**config.mk**
```make
export PLATFORM = sky130hd
export DESIGN_NAME = pc_sequencer_flat
export DESIGN_NICKNAME = d
export VERILOG_FILES = /design/src/rtl/pc_sequencer_if.sv /design/src/rtl/pc_sequencer.sv /design/src/flat_wrapper.sv
export SDC_FILE = /design/constraint.sdc
export NUM_CORES = 1
export LEC_CHECK = 0
export CAP_MARGIN = 20
export CORE_MARGIN = 2
export CORE_UTILIZATION = 35
export DETAILED_ROUTE_END_ITERATION = 12
export PLACE_DENSITY = 0.74
export SYNTH_ARGS = -nofsm -noshare
export SYNTH_HDL_FRONTEND = slang
export SYNTH_SLANG_ARGS = --single-unit
export TNS_END_PERCENT = 10
```
**constraint.sdc**
```tcl
create_clock -name clk -period 2.1 [get_ports clk]
set_clock_uncertainty 0.05 [all_clocks]
set_input_delay 0.42 -clock clk [delete_from_list [all_inputs] [get_ports clk]]
set_output_delay 0.42 -clock clk [all_outputs]
set_load 0.05 [all_outputs]
```
**src/rtl/pc_sequencer_if.sv**
```systemverilog
// rtl/pc_sequencer_if.sv - fetch/execute-side signal bundle for the PC and flag sequencer
interface pc_sequencer_if;
    logic        stall;
    logic        halt;
    logic [2:0]  flag_wr;
    logic [2:0]  alu_flags;
    logic        br_valid;
    logic [2:0]  br_cond;
    logic        br_reg;
    logic [15:0] br_pc;
    logic [8:0]  br_imm;
    logic [15:0] br_tgt;
    logic [15:0] pc;
    logic        pc_valid;
    logic        flush;
    logic [2:0]  flags;
    logic        taken;
    logic        halted;

    // Pipeline side: decode/execute drive requests, observe the sequencer state
    modport master (
        output stall, halt, flag_wr, alu_flags, br_valid, br_cond, br_reg, br_pc, br_imm, br_tgt,
        input  pc, pc_valid, flush, flags, taken, halted
    );

    // Sequencer side
    modport slave (
        input  stall, halt, flag_wr, alu_flags, br_valid, br_cond, br_reg, br_pc, br_imm, br_tgt,
        output pc, pc_valid, flush, flags, taken, halted
    );
endinterface

```
**src/rtl/pc_sequencer.sv**
```systemverilog
// rtl/pc_sequencer.sv - PC/flag sequencer with branch resolve, flush, stall and halt; PC_SEQ_FLAG_FWD_EN enables flag forwarding
module pc_sequencer #(
    parameter int          FLUSH_CYCLES = 2,
    parameter logic [15:0] RESET_PC     = 16'h0000
) (
    input  logic           clk,
    input  logic           rst_n,
    pc_sequencer_if.slave  bus
);

    typedef enum logic [1:0] {
        BOOT  = 2'd0,
        RUN   = 2'd1,
        FLUSH = 2'd2,
        HALT  = 2'd3
    } state_t;

    localparam logic [2:0] FLUSH_INIT = 3'(FLUSH_CYCLES);

    state_t      state_q;
    logic [2:0]  cnt_q;
    logic [15:0] pc_q;
    logic        pc_valid_q;
    logic        flush_q;
    logic [2:0]  flags_q;
    logic        halted_q;

    logic [2:0]  flags_d;
    logic [2:0]  cond_flags;
    logic        cond_ok;
    logic        redirect_ok;
    logic        taken_w;
    logic [15:0] pc_plus2;
    logic [15:0] br_target;

    // Per-bit merge of ALU flag writes over the architectural register
    assign flags_d = (bus.flag_wr & bus.alu_flags) | (~bus.flag_wr & flags_q);

`ifdef PC_SEQ_FLAG_FWD_EN
    // Branch sees the flags its predecessor is writing this cycle
    assign cond_flags = flags_d;
`else
    // Branch sees committed flags only; decode inserts the bubble
    assign cond_flags = flags_q;
`endif

    // Condition decode, flags ordered V N Z
    always_comb begin
        cond_ok = 1'b0;
        case (bus.br_cond)
            3'b000:  cond_ok = ~cond_flags[0];
            3'b001:  cond_ok = cond_flags[0];
            3'b010:  cond_ok = ~cond_flags[0] & ~cond_flags[1];
            3'b011:  cond_ok = cond_flags[1];
            3'b100:  cond_ok = cond_flags[0] | (~cond_flags[0] & ~cond_flags[1]);
            3'b101:  cond_ok = cond_flags[1] | cond_flags[0];
            3'b110:  cond_ok = cond_flags[2];
            default: cond_ok = 1'b1;
        endcase
    end

    // Branches only resolve while the core is fetching
    assign redirect_ok = (state_q == RUN) || (state_q == FLUSH);
    assign taken_w     = bus.br_valid & cond_ok & redirect_ok;

    // Immediate offset is in words, so shift the sign-extended value by one
    assign br_target = bus.br_reg ? bus.br_tgt
                                  : bus.br_pc + 16'd2 + {{6{bus.br_imm[8]}}, bus.br_imm, 1'b0};
    assign pc_plus2  = pc_q + 16'd2;

    // Sequencer FSM: PC, flush window, halt parking and flag register
    always_ff @(posedge clk or negedge rst_n) begin
        if (!rst_n) begin
            state_q    <= BOOT;
            cnt_q      <= 3'd0;
            pc_q       <= RESET_PC;
            pc_valid_q <= 1'b0;
            flush_q    <= 1'b0;
            flags_q    <= 3'b000;
            halted_q   <= 1'b0;
        end else begin
            if (state_q != HALT) begin
                flags_q <= flags_d;
            end
            case (state_q)
                BOOT: begin
                    state_q    <= RUN;
                    pc_valid_q <= 1'b1;
                end
                RUN: begin
                    if (taken_w) begin
                        pc_q    <= br_target;
                        state_q <= FLUSH;
                        cnt_q   <= FLUSH_INIT;
                        flush_q <= 1'b1;
                    end else if (bus.halt) begin
                        state_q    <= HALT;
                        halted_q   <= 1'b1;
                        pc_valid_q <= 1'b0;
                    end else if (!bus.stall) begin
                        pc_q <= pc_plus2;
                    end
                end
                FLUSH: begin
                    if (taken_w) begin
                        pc_q    <= br_target;
                        cnt_q   <= FLUSH_INIT;
                        flush_q <= 1'b1;
                    end else begin
                        if (!bus.stall) begin
                            pc_q <= pc_plus2;
                        end
                        // Last flush cycle: drop flush together with the return to RUN
                        if (cnt_q <= 3'd1) begin
                            state_q <= RUN;
                            cnt_q   <= 3'd0;
                            flush_q <= 1'b0;
                        end else begin
                            cnt_q <= cnt_q - 3'd1;
                        end
                    end
                end
                HALT: begin
                    state_q <= HALT;
                end
                default: begin
                    state_q <= BOOT;
                end
            endcase
        end
    end

    assign bus.pc       = pc_q;
    assign bus.pc_valid = pc_valid_q;
    assign bus.flush    = flush_q;
    assign bus.flags    = flags_q;
    assign bus.taken    = taken_w;
    assign bus.halted   = halted_q;

endmodule

```
**src/flat_wrapper.sv**
```systemverilog
// flat-port wrapper written by rule: the top's interface ports become plain ports
module pc_sequencer_flat 
#(
    parameter int          FLUSH_CYCLES = 2,
    parameter logic [15:0] RESET_PC     = 16'h0000
)
  (clk, rst_n, bus_stall, bus_halt, bus_flag_wr, bus_alu_flags, bus_br_valid, bus_br_cond, bus_br_reg, bus_br_pc, bus_br_imm, bus_br_tgt, bus_pc, bus_pc_valid, bus_flush, bus_flags, bus_taken, bus_halted);
  pc_sequencer_if bus_i ();
  input  logic clk;
  input  logic rst_n;
  input wire logic [$bits(bus_i.stall)-1:0] bus_stall;
  input wire logic [$bits(bus_i.halt)-1:0] bus_halt;
  input wire logic [$bits(bus_i.flag_wr)-1:0] bus_flag_wr;
  input wire logic [$bits(bus_i.alu_flags)-1:0] bus_alu_flags;
  input wire logic [$bits(bus_i.br_valid)-1:0] bus_br_valid;
  input wire logic [$bits(bus_i.br_cond)-1:0] bus_br_cond;
  input wire logic [$bits(bus_i.br_reg)-1:0] bus_br_reg;
  input wire logic [$bits(bus_i.br_pc)-1:0] bus_br_pc;
  input wire logic [$bits(bus_i.br_imm)-1:0] bus_br_imm;
  input wire logic [$bits(bus_i.br_tgt)-1:0] bus_br_tgt;
  output wire logic [$bits(bus_i.pc)-1:0] bus_pc;
  output wire logic [$bits(bus_i.pc_valid)-1:0] bus_pc_valid;
  output wire logic [$bits(bus_i.flush)-1:0] bus_flush;
  output wire logic [$bits(bus_i.flags)-1:0] bus_flags;
  output wire logic [$bits(bus_i.taken)-1:0] bus_taken;
  output wire logic [$bits(bus_i.halted)-1:0] bus_halted;
  assign bus_i.stall = bus_stall;
  assign bus_i.halt = bus_halt;
  assign bus_i.flag_wr = bus_flag_wr;
  assign bus_i.alu_flags = bus_alu_flags;
  assign bus_i.br_valid = bus_br_valid;
  assign bus_i.br_cond = bus_br_cond;
  assign bus_i.br_reg = bus_br_reg;
  assign bus_i.br_pc = bus_br_pc;
  assign bus_i.br_imm = bus_br_imm;
  assign bus_i.br_tgt = bus_br_tgt;
  assign bus_pc = bus_i.pc;
  assign bus_pc_valid = bus_i.pc_valid;
  assign bus_flush = bus_i.flush;
  assign bus_flags = bus_i.flags;
  assign bus_taken = bus_i.taken;
  assign bus_halted = bus_i.halted;
  pc_sequencer #(.FLUSH_CYCLES(FLUSH_CYCLES), .RESET_PC(RESET_PC)) u_core (.clk(clk), .rst_n(rst_n), .bus(bus_i));
endmodule
```
==> metrics.md <==
| Metric | Value |
|---|---|
| Status | `finished with violations` |
| Failing checks | `setup timing` |
| Fmax | `0.451 GHz` |
| Total wire length | `7.47 mm` |
| Row count | `31` |
| Crit Reg-Reg Startpoint | `u_core.state_q[1]$_DFFE_PN0P_` |
| Clk slew on worst S/H paths | `0.10 ns` |
| DR vias | `2648` |
| DRT iter0 DRCs | `161` |
| Pleak | `1.81 nW` |
| Most common cell after layout, fill and taps aside | `buf_4` |
| Hold depth | `1` |
| Max Cap Viol | `0` |
| Die Ht | `89.8 um` |
| Fraction of layout cells with a size suffix above 1 | `34.1%` |
| Synthesized flop and latch total | `27` |
| Largest net degree at the start of global routing | `28` |
| HPWL after DPL | `5.61 mm` |
| Post-route cell area | `4320 um2` |
| Placed inst area | `3810 um2` |
| Clock sinks | `27` |
| CTS Buf Count | `3` |
| CP arrival | `2.32 ns` |
| Horiz. Die Dim | `89.8 um` |
| Total Routing Usage GR | `18.6%` |
| Core Footprint | `7180 um2` |
| NumNets Final | `502` |
| Crit share post-route | `106%` |
| Hold Path End | `u_core.bus.halted$_DFFE_PN0P_` |
| Synth Warn # | `0` |
| Relative slew slack | `66.1%` |
| Dpl ws | `-0.883 ns` |
| WL per Instance | `14.7 um` |
| Critical path data required time | `2.20 ns` |
| Port bufs | `78` |
| Antenna viol nets, final | `0` |
| Layout Utilization | `60.1%` |
| VDD IR-drop max | `0.200 mV` |
| Power Total | `0.00162 W` |
| 1st-pass router iterations | `4` |
| Worst-margin pin slew | `0.506 ns` |
| Yosys cell types | `61` |
| TritonCTS clock tree | `built` |
| Full die area | `8060 um2` |
| CP max FO | `3` |
| Via density | `5.20` |
| Ys flop type | `dfrtp_1` |
| Register-to-register setup slack | `0.10 ns` |
| EDFF count, synth | `0` |
| Clock latency on the worst-skew pair | `0.27 ns` |
| Max Buffers Root-to-Sink | `2` |
| Ant diodes | `0` |
| Worst Min Path Start | `u_core.bus.halted$_DFFE_PN0P_` |
| Placer congestion estimate | `0.817` |
| Initial Util | `35.9%` |
| Most frequent cells in the layout | `buf_4, clkdlybuf4s50_1, dfrtp_1` |
| IO Count | `79` |
| Period minus WS final | `2.22 ns` |
| Final setup viols | `7` |
| Vias in the first global route | `2793` |
| Slew Limit Fails | `0` |
| Final hold violations | `0` |
| Initial antenna violation count | `0` |
| Crit path kind | `in -> reg` |
| Total grt overflow | `0` |
| Area Overhead vs Synth | `67.6%` |
| Worst setup SP type | `input pin` |
| R2R depth | `8` |
| Setup crit end kind | `flip-flop` |
| Synth Area per Inst | `9.07 um2` |
| Synth Cell Area | `2570 um2` |
| CTS Root Cell | `clkbuf_8` |
| CTS HTree Levels | `1` |
| DRC | `0` |
| Unrepaired setup endpoints after global routing | `yes` |
| PD cells | `376 nW/um2` |
| Cts hold-fix bufs | `0` |
| Async set-reset flop share out of synthesis | `100%` |
| HP Class | `reg -> reg` |
| Post-Synthesis Cells | `284` |
| First-pass GRT wire length | `12.8 mm` |
| RR Endpoint | `u_core.bus.pc[12]$_DFFE_PN0P_` |
| Syn_nets | `375` |
| Worst setup margin | `-0.120 ns` |
| Sequential area share after synthesis | `26.2%` |
-- where the power goes --
part	leakage, nW	internal [W]	switching, W	total [W]
combinational	1.43	0.000444	0.000350	0.000794
sequential	0.348	0.000524	0.00000514	0.000529
clock	0.0255	0.000133	0.000168	0.000301
total	1.81	0.00110	0.000523	0.00162
-- layout make-up --
type | instances | area [um2]
tap | 99 | 124
clock buffer | 3 | 41.3
multi-input combinational | 237 | 2280
clock inverter | 1 | 5.00
timing repair buffer | 130 | 1140
inverter | 12 | 47.5
sequential | 27 | 676
fill | 600 | 2860
-- cells in the mapped netlist, drive strengths merged (5+ instances only) --
cell type | instances | area [um2]
buf | 5 | 31.3
xnor2 | 13 | 114
xor2 | 6 | 52.6
a21oi | 24 | 128
nor2b | 9 | 56.3
a31oi | 5 | 31.3
inv | 12 | 45.0
ha | 34 | 425
nand3 | 10 | 50.1
mux2i | 7 | 70.1
nand2 | 19 | 78.8
nand4 | 6 | 43.8
a211oi | 7 | 57.6
nor2 | 18 | 67.6
nor3 | 8 | 40.0
o21ai | 13 | 65.1
dfrtp | 27 | 676
and3 | 5 | 31.3
-- layer usage --
metal | up-vias | share of wire, % | track usage [%]
li1 | 1313 | - | -
met1 | 1255 | 42 | 22.0
met2 | 71 | 52 | 35.3
met3 | 9 | 4.9 | 3.02
met4 | 0 | 1.0 | 3.85
met5 | - | 0 | 0
-- worst max-delay path: stages --
cell and delay [ns]:
buf_6 0.10, ha_4 0.23, ha_4 0.16, fa_2 0.36
a211oi_4 0.30, o21bai_2 0.12, a221oi_2 0.24, xnor2_1 0.09
o211ai_1 0.16, o311ai_1 0.12
-- cell families after synthesis --
logic type | Yosys count | share of synthesized area (%)
AND/OR/NAND/NOR | 93 | 20.1
AO/OA/AOI/OAI | 80 | 22.4
adder cells (fa/ha/maj) | 35 | 17.3
flip-flops | 27 | 26.2
buffers and inverters | 20 | 3.40
XOR/XNOR | 19 | 6.46
multiplexers | 10 | 4.03
-- metrics by stage --
stage | TNS (ns) | std cells | hold slack, ns
6_report | -0.388 | 509 | 0.419
2_1_floorplan | -0.971 | 284 | 0.0744
3_3_place_gp | -9.22 | 498 | 0.404
4_1_cts | -0.166 | 508 | 0.420
3_5_place_dp | -10.30 | 498 | 0.398
5_1_grt | -0.942 | 509 | 0.437
-- how the worst max path moves through the flow --
stage / from / endpoint / slack (ns) / depth (start not counted)
floorplan: bus_br_imm[1] / u_core.bus.pc[12]$_DFFE_PN0P_ / -0.26 / 9
global placement: bus_br_imm[1] / u_core.bus.pc[12]$_DFFE_PN0P_ / -0.81 / 10
detailed placement: bus_br_imm[1] / u_core.bus.pc[14]$_DFFE_PN0P_ / -0.88 / 10
CTS: bus_br_pc[2] / u_core.bus.pc[12]$_DFFE_PN0P_ / -0.09 / 10
global route: bus_br_pc[2] / u_core.bus.pc[12]$_DFFE_PN0P_ / -0.22 / 10
finish: bus_br_pc[2] / u_core.bus.pc[12]$_DFFE_PN0P_ / -0.12 / 10
-- timing repair --
item	4_1_cts	5_1_grt
setup buffers	6	1
gates resized for setup	101	9
pin swaps	37	9
endpoints found under the setup margin	14	16
Note: power is estimated with default switching activity, not from simulation.
==> edit 1 (same settings) <==
Encoding of `state_t`: now one-hot (4 bits for 4 states).
--- a/src/rtl/pc_sequencer.sv
+++ b/src/rtl/pc_sequencer.sv
@@ -9,9 +9,9 @@
 );
 
-    typedef enum logic [1:0] {
-        BOOT  = 2'd0,
-        RUN   = 2'd1,
-        FLUSH = 2'd2,
-        HALT  = 2'd3
+    typedef enum logic [3:0] {
+        BOOT  = 4'b0001,
+        RUN   = 4'b0010,
+        FLUSH = 4'b0100,
+        HALT  = 4'b1000
     } state_t;
 
Function: no difference found for any inputs over 10 cycles, from zero or initial values and one cycle with rst_n low; not proved beyond that.
==> edit 1 against the original RTL <==
The run still ends with negative setup slack left; highest routed layer unchanged; design area grew 1.4%; routed wire length up 2.7%; worst hold slack improved by 0.0011 ns; sequential share of layout area rose by 1.0 points; critical path type is now input pin to output port; via count rose by 4.5%; sequential cell count rose by 2; non-clock buffer count is 7 higher; worst setup slack improved by 0.040 ns; count of clock-buffer cells in the layout rose by 5; synthesized area increased by 4.4%; critical endpoint is now bus_taken; cell count is 7.1% higher; maximum frequency increased by 1.8%.
Power is not compared: it rests on default switching activity, and its combinational part moved more than twofold at a synthesized area within 25%.
==> edit 1: results (changes against the original RTL) <==
| Metric | Value |
|---|---|
| Status | `finished, violations left` |
| Failing checks | `negative setup slack` |
| Ys flop type | `dfrtp_1` |
| Post-synth top cells | `34 x nand2_1, 30 x ha_1, 28 x dfrtp_1` |
| Final HPWL DP | `5928 µm (+5.7%)` |
| Final wirelength | `7670 µm (+2.7%)` |
| Final GP Congestion | `0.8790 (+7.6%)` |
| Yosys warning count | `0 (unchanged)` |
| CTS max path bufs | `2 (unchanged)` |
| Setup tns final | `-0.09539 ns (+0.2928 ns)` |
| Wirelength per Cell | `14.07 µm (-4.1%)` |
| First-pass GRT wire length | `12760 µm (about the same)` |
| Num CTS Buffers | `5 (+2)` |
| Vias | `2766 (+4.5%)` |
| Post-synth ARST share | `100.0% (unchanged)` |
| Leakage | `around 1.8 nW` |
| Cells on worst reg2reg path | `9 (+1)` |
| Total GRT Usage | `18.51% (-0.064 points)` |
| Reg2reg setup slack | `0 ns (-0.10 ns)` |
| Peak supply drop | `approximately 0.37 mV` |
| DR pass1 iterations | `4 (unchanged)` |
| Largest net degree at the start of global routing | `30 (+7.1%)` |
| Slowest Stage Delay on Critical Path | `0.45 ns (+0.09 ns)` |
| Post_cts resized | `54 (-47%)` |
| Setup violations, final | `3 (-4)` |
| Top delay family on crit path | `buffers and inverters` |
| Post-Syn Nets | `401 (+6.9%)` |
| Hold_sp | `u_core.bus.halted` |
| Crit path setup slack, layout | `-0.07955 ns (+0.04002 ns)` |
| Fill count | `615 (+2.5%)` |
| Synthesized area per cell | `8.563 µm² (-5.6%)` |
| Clock root cell | `clkbuf_8` |
| Hold_ws | `0.4204 ns (+0.001078 ns)` |
| RR Endpoint | `u_core.bus.pc[14]` |
| # H-tree levels | `2 (+1)` |
| Slowest cell on crit path | `clkdlybuf4s50_1` |
| Unique cell type count in the Yosys netlist | `55 (-9.8%)` |
| # Post-CTS Setup Buffers | `5 (-1)` |
| Top cells by area, synth | `dfrtp_1 26%, ha_1 14%, xnor2_1 5.5%, a21oi_1 5.0%, nand2_1 4.7%` |
| Hold EP | `u_core.bus.halted` |
| Hold-critical path depth | `1 (unchanged)` |
| Least-Margin Pin Slew | `0.5080 ns (+0.001762 ns)` |
| Clk Latency, worst-skew pair | `0.28 ns` |
| Seq/Total Area, Yosys | `27.04% (+0.80 points)` |
| Layout cells sized above 1 | `31.84% (-2.3 points)` |
| Placed insts | `530 (+6.4%)` |
| CP max FO | `3 (unchanged)` |
| CTS clk-pin slew, worst paths | `0.06 ns (-0.04 ns)` |
| DR iter-0 viols | `77 (-52%)` |
[edit 1: routing by layer]
metal	routed length [µm]	up-vias	GRT usage, %
li1	-	1404	-
met1	3342	1291	21.98
met2	3938	62	34.56
met3	306	9	2.958
met4	83	0	4.419
met5	0	-	0
[edit 1: stage by stage]
stage / cell area [µm²] / setup WS [ns]
6_report: 4375 / -0.07955
5_1_grt: 4375 / -0.1407
3_3_place_gp: 4103 / -0.6801
4_1_cts: 4323 / -0.1082
2_1_floorplan: 2880 / -0.06464
3_5_place_dp: 4103 / -0.7343
[edit 1: where the power goes]
part	internal, mW	switching (mW)	total, mW	leakage (nW)
logic	1.16	1.51	2.67	1.43
registers	0.801	0.245	1.05	0.339
clock network	0.267	0.209	0.476	0.0455
[edit 1: final cells by class]
class	count	area, µm²	area share (%)
clock buffers	8	90.09	2.059
inverters	10	37.54	0.8579
multi-input cells	262	2230	50.96
flip-flops and latches	29	729.5	16.67
well taps	99	123.9	2.831
repair buffers	137	1165	26.62
[edit 1: logic make-up after synthesis]
family	after synthesis	synth area share (%)
xor gates and xnor gates	25	8.143
AOI/OAI and AO/OA	84	20.94
muxes	13	5.026
and+or+nand+nor	109	20.06
adders and majority gates	31	14.70
buffers and inverters	23	4.095
DFF	29	27.04
[edit 1: worst max-delay path by stage]
stage                        start           endpoint  slack (ns)  cells past startpoint
floorplan            bus_br_imm[1]  u_core.bus.pc[14]       -0.06                      9
global placement     bus_br_imm[1]  u_core.bus.pc[12]       -0.68                     10
detailed placement   bus_br_imm[8]  u_core.bus.pc[15]       -0.73                     10
CTS                      flip-flop          bus_taken       -0.11                      4
global route             flip-flop          bus_taken       -0.14                      5
finish              bus_br_cond[2]          bus_taken       -0.08                      5
==> edit 2 (config.mk and constraints unchanged) <==
Without the edit above. Build with the macro `PC_SEQ_FLAG_FWD_EN` defined.
--- a/src/rtl/pc_sequencer.sv
+++ b/src/rtl/pc_sequencer.sv
@@ -1,3 +1,5 @@
 // rtl/pc_sequencer.sv - PC/flag sequencer with branch resolve, flush, stall and halt; PC_SEQ_FLAG_FWD_EN enables flag forwarding
+`define PC_SEQ_FLAG_FWD_EN
+
 module pc_sequencer #(
     parameter int          FLUSH_CYCLES = 2,
Function: changed (Yosys sat finds a counterexample within 4 cycles, from zero or initial values and one cycle with rst_n low).
==> edit 2 against the original RTL <==
The flow still finishes with violations (negative setup slack); design area grew 8.1%; die area grew 6.3%; sequential cell count is the same; synthesized area grew 6.7%; worst setup slack lost 0.090 ns; routed wire length grew 17%; count of clock-buffer cells in the layout is the same; critical path type is now flip-flop to output port.
Power is not compared: it rests on default switching activity, and its combinational part moved more than twofold at a synthesized area within 25%.
==> edit 2: results (changes against the original RTL) <==
| Metric | Value |
|---|---|
| DR iter-0 viols | `116 (-28%)` |
| Met3 wire len | `513 µm (+40%)` |
| Wirelength per Cell | `15.62 µm (+6.5%)` |
| Multi-input gates | `263 (+11%)` |
| Failing checks | `negative setup slack` |
| Post_cts resized | `138 (+37%)` |
| First-pass GRT wire length | `13880 µm (+8.7%)` |
| Mux share of post-synthesis cell area | `5.786% (+1.8 points)` |
| Total GRT Usage | `19.83% (+1.3 points)` |
| Seq/Total Area, Yosys | `24.60% (-1.6 points)` |
| Top delay family on crit path | `flip-flops` |
| # Post-CTS Setup Buffers | `12 (+6)` |
| M3 GR Usage | `3.173% (+0.16 points)` |
| Compound-Gate Fraction of Synth Area | `24.74% (+2.3 points)` |
| Die Wd | `92.58 µm (+3.1%)` |
| Final HPWL DP | `6054 µm (+7.9%)` |
| Post-synth top cells | `34 x ha_1, 27 x dfrtp_1, 23 x a21oi_1` |
| Final #Nets | `549 (+9.4%)` |
| Met1 Track Usage GR | `25.44% (+3.5 points)` |
| Setup tns final | `-1.150 ns (-0.7614 ns)` |
| Synthesized area per cell | `8.746 µm² (-3.5%)` |
| Top cells by area, synth | `dfrtp_1 25%, ha_1 15%, a21oi_1 4.2%, a211oi_1 3.3%, xor2_1 3.2%` |
| GR met2 Demand/Resource | `35.22% (-0.071 points)` |
| Vias in the first global route | `2958 (+5.9%)` |
| Clk Latency, worst-skew pair | `0.29 ns (+0.02 ns)` |
| Unique cell type count in the Yosys netlist | `60 (-1.6%)` |
| Worst slack, placed | `-0.9673 ns (-0.08409 ns)` |
| Slowest Stage Delay on Critical Path | `0.39 ns (+0.03 ns)` |
| Final wirelength | `8732 µm (+17%)` |
| Layout cells sized above 1 | `38.73% (+4.6 points)` |
| Synth Area in XOR/XNOR | `5.421% (-1.0 points)` |
| Rel. slew slack | `65.85% (-0.29 points)` |
| Area after DPL | `4083 µm² (+7.2%)` |
| Crit path setup slack, layout | `-0.2097 ns (-0.09014 ns)` |
| Post-Synth Adder-Cell Area | `16.22% (-1.1 points)` |
| WL met2 | `4432 µm (+14%)` |
| Buffers, non-clock | `150 (+15%)` |
| Setup violations, final | `13 (+6)` |
| Area of the multi-input gates | `2480 µm² (+8.8%)` |
| Inverter count | `13 (+1)` |
| Post-Syn Nets | `405 (+8.0%)` |
| Status | `finished, violations left` |
-- edit 2: changes by cell type after synthesis, sizes merged, moves of 4 or more --
| cell | delta |
|---|---|
| xnor2 | -6 |
| a211oi | +5 |
| nor3 | +4 |
| xor2 | +4 |
| nor3b | +4 |
| a21o | +6 |
-- edit 2: power by group --
part	switching, mW	total, mW	internal, mW
combinational	1.56	2.75	1.19
clock	0.192	0.332	0.140
sequential	0.219	0.952	0.732
-- edit 2: path summary, 6_finish.rpt --
| path | cells past startpoint | from | endpoint | slack [ns] |
|---|---|---|---|---|
| setup / recovery | 6 | u_core.bus.flags[0] | bus_taken | -0.21 |
| max in group asynchronous | 2 | rst_n | u_core.state_q[1] | 1.27 |
| hold reg to reg | 1 | u_core.bus.halted | u_core.bus.halted | 0.49 |
| hold / removal | 2 | rst_n | u_core.bus.pc[14] | 0.46 |
| min in group clk | 1 | u_core.bus.halted | u_core.bus.halted | 0.49 |
| setup reg to reg | 8 | u_core.bus.flags[0] | u_core.state_q[0] | -0.20 |
